===== config.mk =====
export PLATFORM = sky130hd
export DESIGN_NAME = axi_id_remap_table
export DESIGN_NICKNAME = d
export VERILOG_FILES = /design/src/rtl/axi_id_remap_table.sv
export SDC_FILE = /design/constraint.sdc
export NUM_CORES = 1
export LEC_CHECK = 0
export CAP_MARGIN = 20
export CORE_ASPECT_RATIO = 0.7
export CORE_MARGIN = 2
export CORE_UTILIZATION = 60
export DETAILED_ROUTE_END_ITERATION = 10
export HOLD_SLACK_MARGIN = 0.15
export PLACE_DENSITY = 0.84
export SYNTH_ARGS = -nofsm -noshare
export SYNTH_HDL_FRONTEND = slang
export SYNTH_SLANG_ARGS = --single-unit

===== constraint.sdc =====
create_clock -name clk_i -period 5.5 [get_ports clk_i]
set_input_delay 1.1 -clock clk_i [delete_from_list [all_inputs] [get_ports clk_i]]
set_output_delay 1.1 -clock clk_i [all_outputs]
set_load 0.02 [all_outputs]

===== src/rtl/axi_id_remap_table.sv =====
// axi_id_remap_table: remaps wide upstream AXI IDs onto a small table of downstream IDs and restores them on responses
module axi_id_remap_table #(
  parameter int InIdWidth    = 8,
  parameter int OutIdWidth   = 2,
  parameter int TableSize    = 4,
  parameter int MaxTxnsPerId = 2
) (
  input  logic                  clk_i,
  input  logic                  rst_i,
  input  logic                  slv_req_valid_i,
  output logic                  slv_req_ready_o,
  input  logic [InIdWidth-1:0]  slv_req_id_i,
  output logic                  mst_req_valid_o,
  input  logic                  mst_req_ready_i,
  output logic [OutIdWidth-1:0] mst_req_id_o,
  input  logic                  mst_rsp_valid_i,
  output logic                  mst_rsp_ready_o,
  input  logic [OutIdWidth-1:0] mst_rsp_id_i,
  input  logic                  mst_rsp_last_i,
  output logic                  slv_rsp_valid_o,
  input  logic                  slv_rsp_ready_i,
  output logic [InIdWidth-1:0]  slv_rsp_id_o,
  output logic                  slv_rsp_last_o,
  output logic                  full_o,
  output logic                  empty_o,
  output logic                  unexp_rsp_o
);
  localparam int CntW = $clog2(MaxTxnsPerId + 1);
  logic [TableSize-1:0]  used_q;
  logic [InIdWidth-1:0]  in_id_q [TableSize];
  logic [CntW-1:0]       cnt_q [TableSize];
  logic                  match, match_sat, free, rsp_hit, acc, req_fire, rsp_fire;
  logic [OutIdWidth-1:0] match_idx, free_idx, req_idx;
  logic [InIdWidth-1:0]  rsp_in;
  logic [TableSize-1:0]  inc, dec;
  always_comb begin
    match     = 1'b0;
    match_sat = 1'b0;
    match_idx = '0;
    free      = 1'b0;
    free_idx  = '0;
    rsp_hit   = 1'b0;
    rsp_in    = '0;
    for (int i = TableSize - 1; i >= 0; i--) begin
      if (used_q[i] && in_id_q[i] == slv_req_id_i) begin
        match     = 1'b1;
        match_sat = cnt_q[i] >= CntW'(MaxTxnsPerId);
        match_idx = OutIdWidth'(i);
      end
      if (!used_q[i]) begin
        free     = 1'b1;
        free_idx = OutIdWidth'(i);
      end
      if (used_q[i] && mst_rsp_id_i == OutIdWidth'(i)) begin
        rsp_hit = 1'b1;
        rsp_in  = in_id_q[i];
      end
    end
  end
  assign acc             = match ? !match_sat : free;
  assign req_idx         = match ? match_idx : free_idx;
  assign mst_req_valid_o = slv_req_valid_i & acc;
  assign slv_req_ready_o = mst_req_ready_i & acc;
  assign mst_req_id_o    = req_idx;
  assign req_fire        = slv_req_valid_i & mst_req_ready_i & acc;
  assign slv_rsp_valid_o = mst_rsp_valid_i;
  assign mst_rsp_ready_o = slv_rsp_ready_i;
  assign slv_rsp_id_o    = rsp_in;
  assign slv_rsp_last_o  = mst_rsp_last_i;
  assign rsp_fire        = mst_rsp_valid_i & slv_rsp_ready_i & mst_rsp_last_i & rsp_hit;
  assign unexp_rsp_o     = mst_rsp_valid_i & slv_rsp_ready_i & !rsp_hit;
  assign full_o          = &used_q;
  assign empty_o         = ~|used_q;
  always_comb begin
    inc = '0;
    dec = '0;
    for (int i = 0; i < TableSize; i++) begin
      inc[i] = req_fire && req_idx == OutIdWidth'(i);
      dec[i] = rsp_fire && mst_rsp_id_i == OutIdWidth'(i);
    end
  end
  always_ff @(posedge clk_i) begin
    if (rst_i) begin
      used_q  <= '0;
      in_id_q <= '{default: '0};
      cnt_q   <= '{default: '0};
    end else begin
      for (int i = 0; i < TableSize; i++) begin
        if (inc[i] && !used_q[i]) begin
          used_q[i]  <= 1'b1;
          in_id_q[i] <= slv_req_id_i;
          cnt_q[i]   <= CntW'(1);
        end else if (inc[i] && !dec[i]) begin
          cnt_q[i] <= cnt_q[i] + CntW'(1);
        end else if (dec[i] && !inc[i]) begin
          cnt_q[i] <= cnt_q[i] - CntW'(1);
          if (cnt_q[i] == CntW'(1)) used_q[i] <= 1'b0;
        end
      end
    end
  end
endmodule


==> flow_metrics.py <==
metrics = {
    "floorplanning": {
        "row_count": 21,
        "dieArea_sq_mm": 0.00578,
        "start_util_pct": 63.5,
        "die_y_um": 64.2,
        "die_x_um": 90.0,
        "io_pins": 35,
        "coreArea_sq_mm": 0.00489,
    },
    "clocking": {
        "cts_buffers": 5,
        "htree_num_levels": 2,
        "tritoncts": "built",
        "clk_latency_ps": 290,
        "cts.clk_slew.worst_paths_ps": 80,
        "post_cts_buffers": 0,
        "cts_resized": 0,
        "cts_sinks": 44,
        "cts_buffer_depth": 2,
        "cts-root-buf": "clkbuf_8",
        "cts_hold_buf": 0,
    },
    "routing": {
        "num_vias": 2772,
        "viasPerCell": 6.03,
        "drt_wl_total_mm": 8.10,
        "postRouteAntennaNets": 0,
        "post-route-drc-count": 0,
        "wl_per_cell_um": 17.6,
        "drtIter0Drc": 405,
        "first_pass_iters": 6,
    },
    "global_route": {
        "grt_pass1_wl_mm": 13.1,
        "grt_use_met3_pct": 7.08,
        "grt_use_met2_pct": 45.6,
        "groute.usage.overall_pct": 28.6,
        "grt_pass1_vias": 2643,
        "busiest_layer": "met2",
        "grt.met1_usage_pct": 39.1,
        "grt_remaining_overflow": 0,
        "grt_antenna_before_repair": 0,
        "grt_max_degree": 54,
    },
    "synth": {
        "synth_flop_cell": "dfxtp_1",
        "synth_top_area_share_pct": 28.4,
        "synth_cell_types": 47,
        "synthArstFlopShare_pct": 0,
        "synth_top_area_cell": "dfxtp_1",
        "synth_edf_count": 0,
        "synthCells": 375,
        "ys_warn_count": 0,
        "synth_commonest_cells": "44 x dfxtp_1, 36 x xnor2_1, 29 x nor2_1",
        "yosys.cell_count.top_type": "dfxtp_1",
        "ys_seq_elements": 44,
        "yosysSeqAreaShare_pct": 28.4,
        "syn_area_per_cell_sq_um": 8.28,
        "synth_nets": 408,
        "ys_top_cells_by_area": "dfxtp_1 28%, xnor2_1 10%, mux2i_1 7.7%",
        "syn_area_sq_mm": 0.00311,
    },
    "sta": {
        "drv_slew": 0,
        "slew_headroom_pct": 19.0,
        "fin_ws_ps": 289,
        "worst_pin_slew_ps": 1210,
        "timing.fmax_mhz": 192,
        "layout_min_cycle_time_ps": 5210,
        "finalSetupTns_ps": 0,
        "hold_viol": 0,
        "rsz0062_at_grt": "false",
        "fin_crit_sh_pct": 94.8,
        "skew_ps": 6.91,
        "setup-violations-final": 0,
    },
    "power": {
        "p_leak_uw": 0.00126,
        "ir_worst_vdd_mv": 0.136,
        "power.density_mw_per_mm2": 188,
    },
    "setup_path": {
        "end_kind": "output pin",
        "worstSetupPathType": "input port to output pin",
        "crit_fanout": 10,
        "required_ps": 4400,
        "start_kind": "input port",
        "arrival_ps": 4110,
    },
    "flow_run": {
        "cap_violations": 0,
    },
    "layout": {
        "syn_to_final_growth_pct": 11.8,
        "final_util_pct": 71.1,
        "diodes": 0,
        "drive_gt1_share_pct": 5.12,
        "final_nets": 423,
        "multiInputGateArea_sq_mm": 0.00194,
        "filler_cell_count": 410,
        "register_area_sq_um": 881,
    },
    "placement": {
        "place_hpwl_mm": 5.92,
        "dp_slack_ps": 362,
        "io_buffer_count": 34,
        "gp_congestion": 0.987,
    },
    "hold_path": {
        "min_path_type": "register to register",
    },
    "run_status": {
        "status": "complete, no violations",
    },
}
power breakdown:
part | switching (uW) | internal [uW]
sequential | 9.16 | 326
clock | 105 | 103
combinational | 58.1 | 51.7
total | 172 | 480
cells in the final DEF (no fill, tap or decap), drive strengths merged, types with 2 or more instances in the layout:
master         synthesis  routed
a2111oi                3       3
a211oi                 2       2
a21oi                 15      15
a222oi                 8       8
and2                   4       4
and3                   4       4
buf                   20       7
clkbuf                13       8
clkdlybuf4s50          0      34
dfxtp                 44      44
ha                    16      16
inv                   23      23
mux2i                 24      24
nand2                 20      20
nand2b                24      24
nand3                 24      24
nand4                  5       5
nand4b                 2       2
nor2                  29      29
nor3                  10      10
nor3b                  2       2
nor4                   2       2
o21a                   2       2
o21ai                 19      19
or3                    7       7
xnor2                 37      37
xor2                   3       3
through the flow:
stage | hold WS (ps) | instances | instance area (sq um) | power (uW)
floorplan | 475 | 375 | 3110 | 418
global placement | 490 | 452 | 3380 | 447
detailed placement | 503 | 452 | 3380 | 450
CTS | 515 | 460 | 3470 | 652
global route | 537 | 460 | 3470 | 680
finish | 521 | 460 | 3470 | 652
sequential cells by signal, indices dropped and copies added (netlist names):
name and flops:
in_id_q 32, cnt_q 8, used_q 4
metal layers:
layer | share of wire [%] | wire (um) | vias to the layer above
met2 | 43 | 3470 | 146
met4 | 1.8 | 142 | 0
met3 | 11 | 895 | 23
met1 | 44 | 3600 | 1290
li1 | - | - | 1313
met5 | 0 | 0 | -
path summary, 6_finish.rpt:
| kind | end | cells after the start | slack, ps | from |
|---|---|---|---|---|
| max | mst_req_valid_o | 9 | 290 | slv_req_id_i[3] |
| min | in_id_q[13] | 2 | 520 | in_id_q[13] |
| min reg2reg | in_id_q[13] | 2 | 520 | in_id_q[13] |
| max reg2reg | cnt_q[1] | 10 | 2140 | used_q[3] |
kinds of logic after synthesis:
group	Yosys count	synth area share, %
AO/OA/AOI/OAI	56	12.0
XOR/XNOR	40	11.5
adder cells (fa/ha/maj)	16	6.45
buffers and inverters	56	9.47
flip-flops	44	28.4
multiplexers	25	8.46
AND/OR/NAND/NOR	138	23.7
worst max-delay path: stages:
cell             delay (ps)
clkdlybuf4s50_1         700
xnor2_1                 160
nand3_1                 150
or3_1                   450
and2_1                  220
a211o_1                 310
o22a_1                  290
and2_1                  200
clkdlybuf4s50_1         530
area by class of cell:
class / instances / share of cell area, %
Multi-Input combinational cell: 275 / 55.8
Sequential cell: 44 / 25.4
Timing Repair Buffer: 41 / 11.3
Clock buffer: 8 / 2.59
Inverter: 23 / 2.49
Tap cell: 69 / 2.49
No activity file was read; power rests on OpenSTA's default activity.
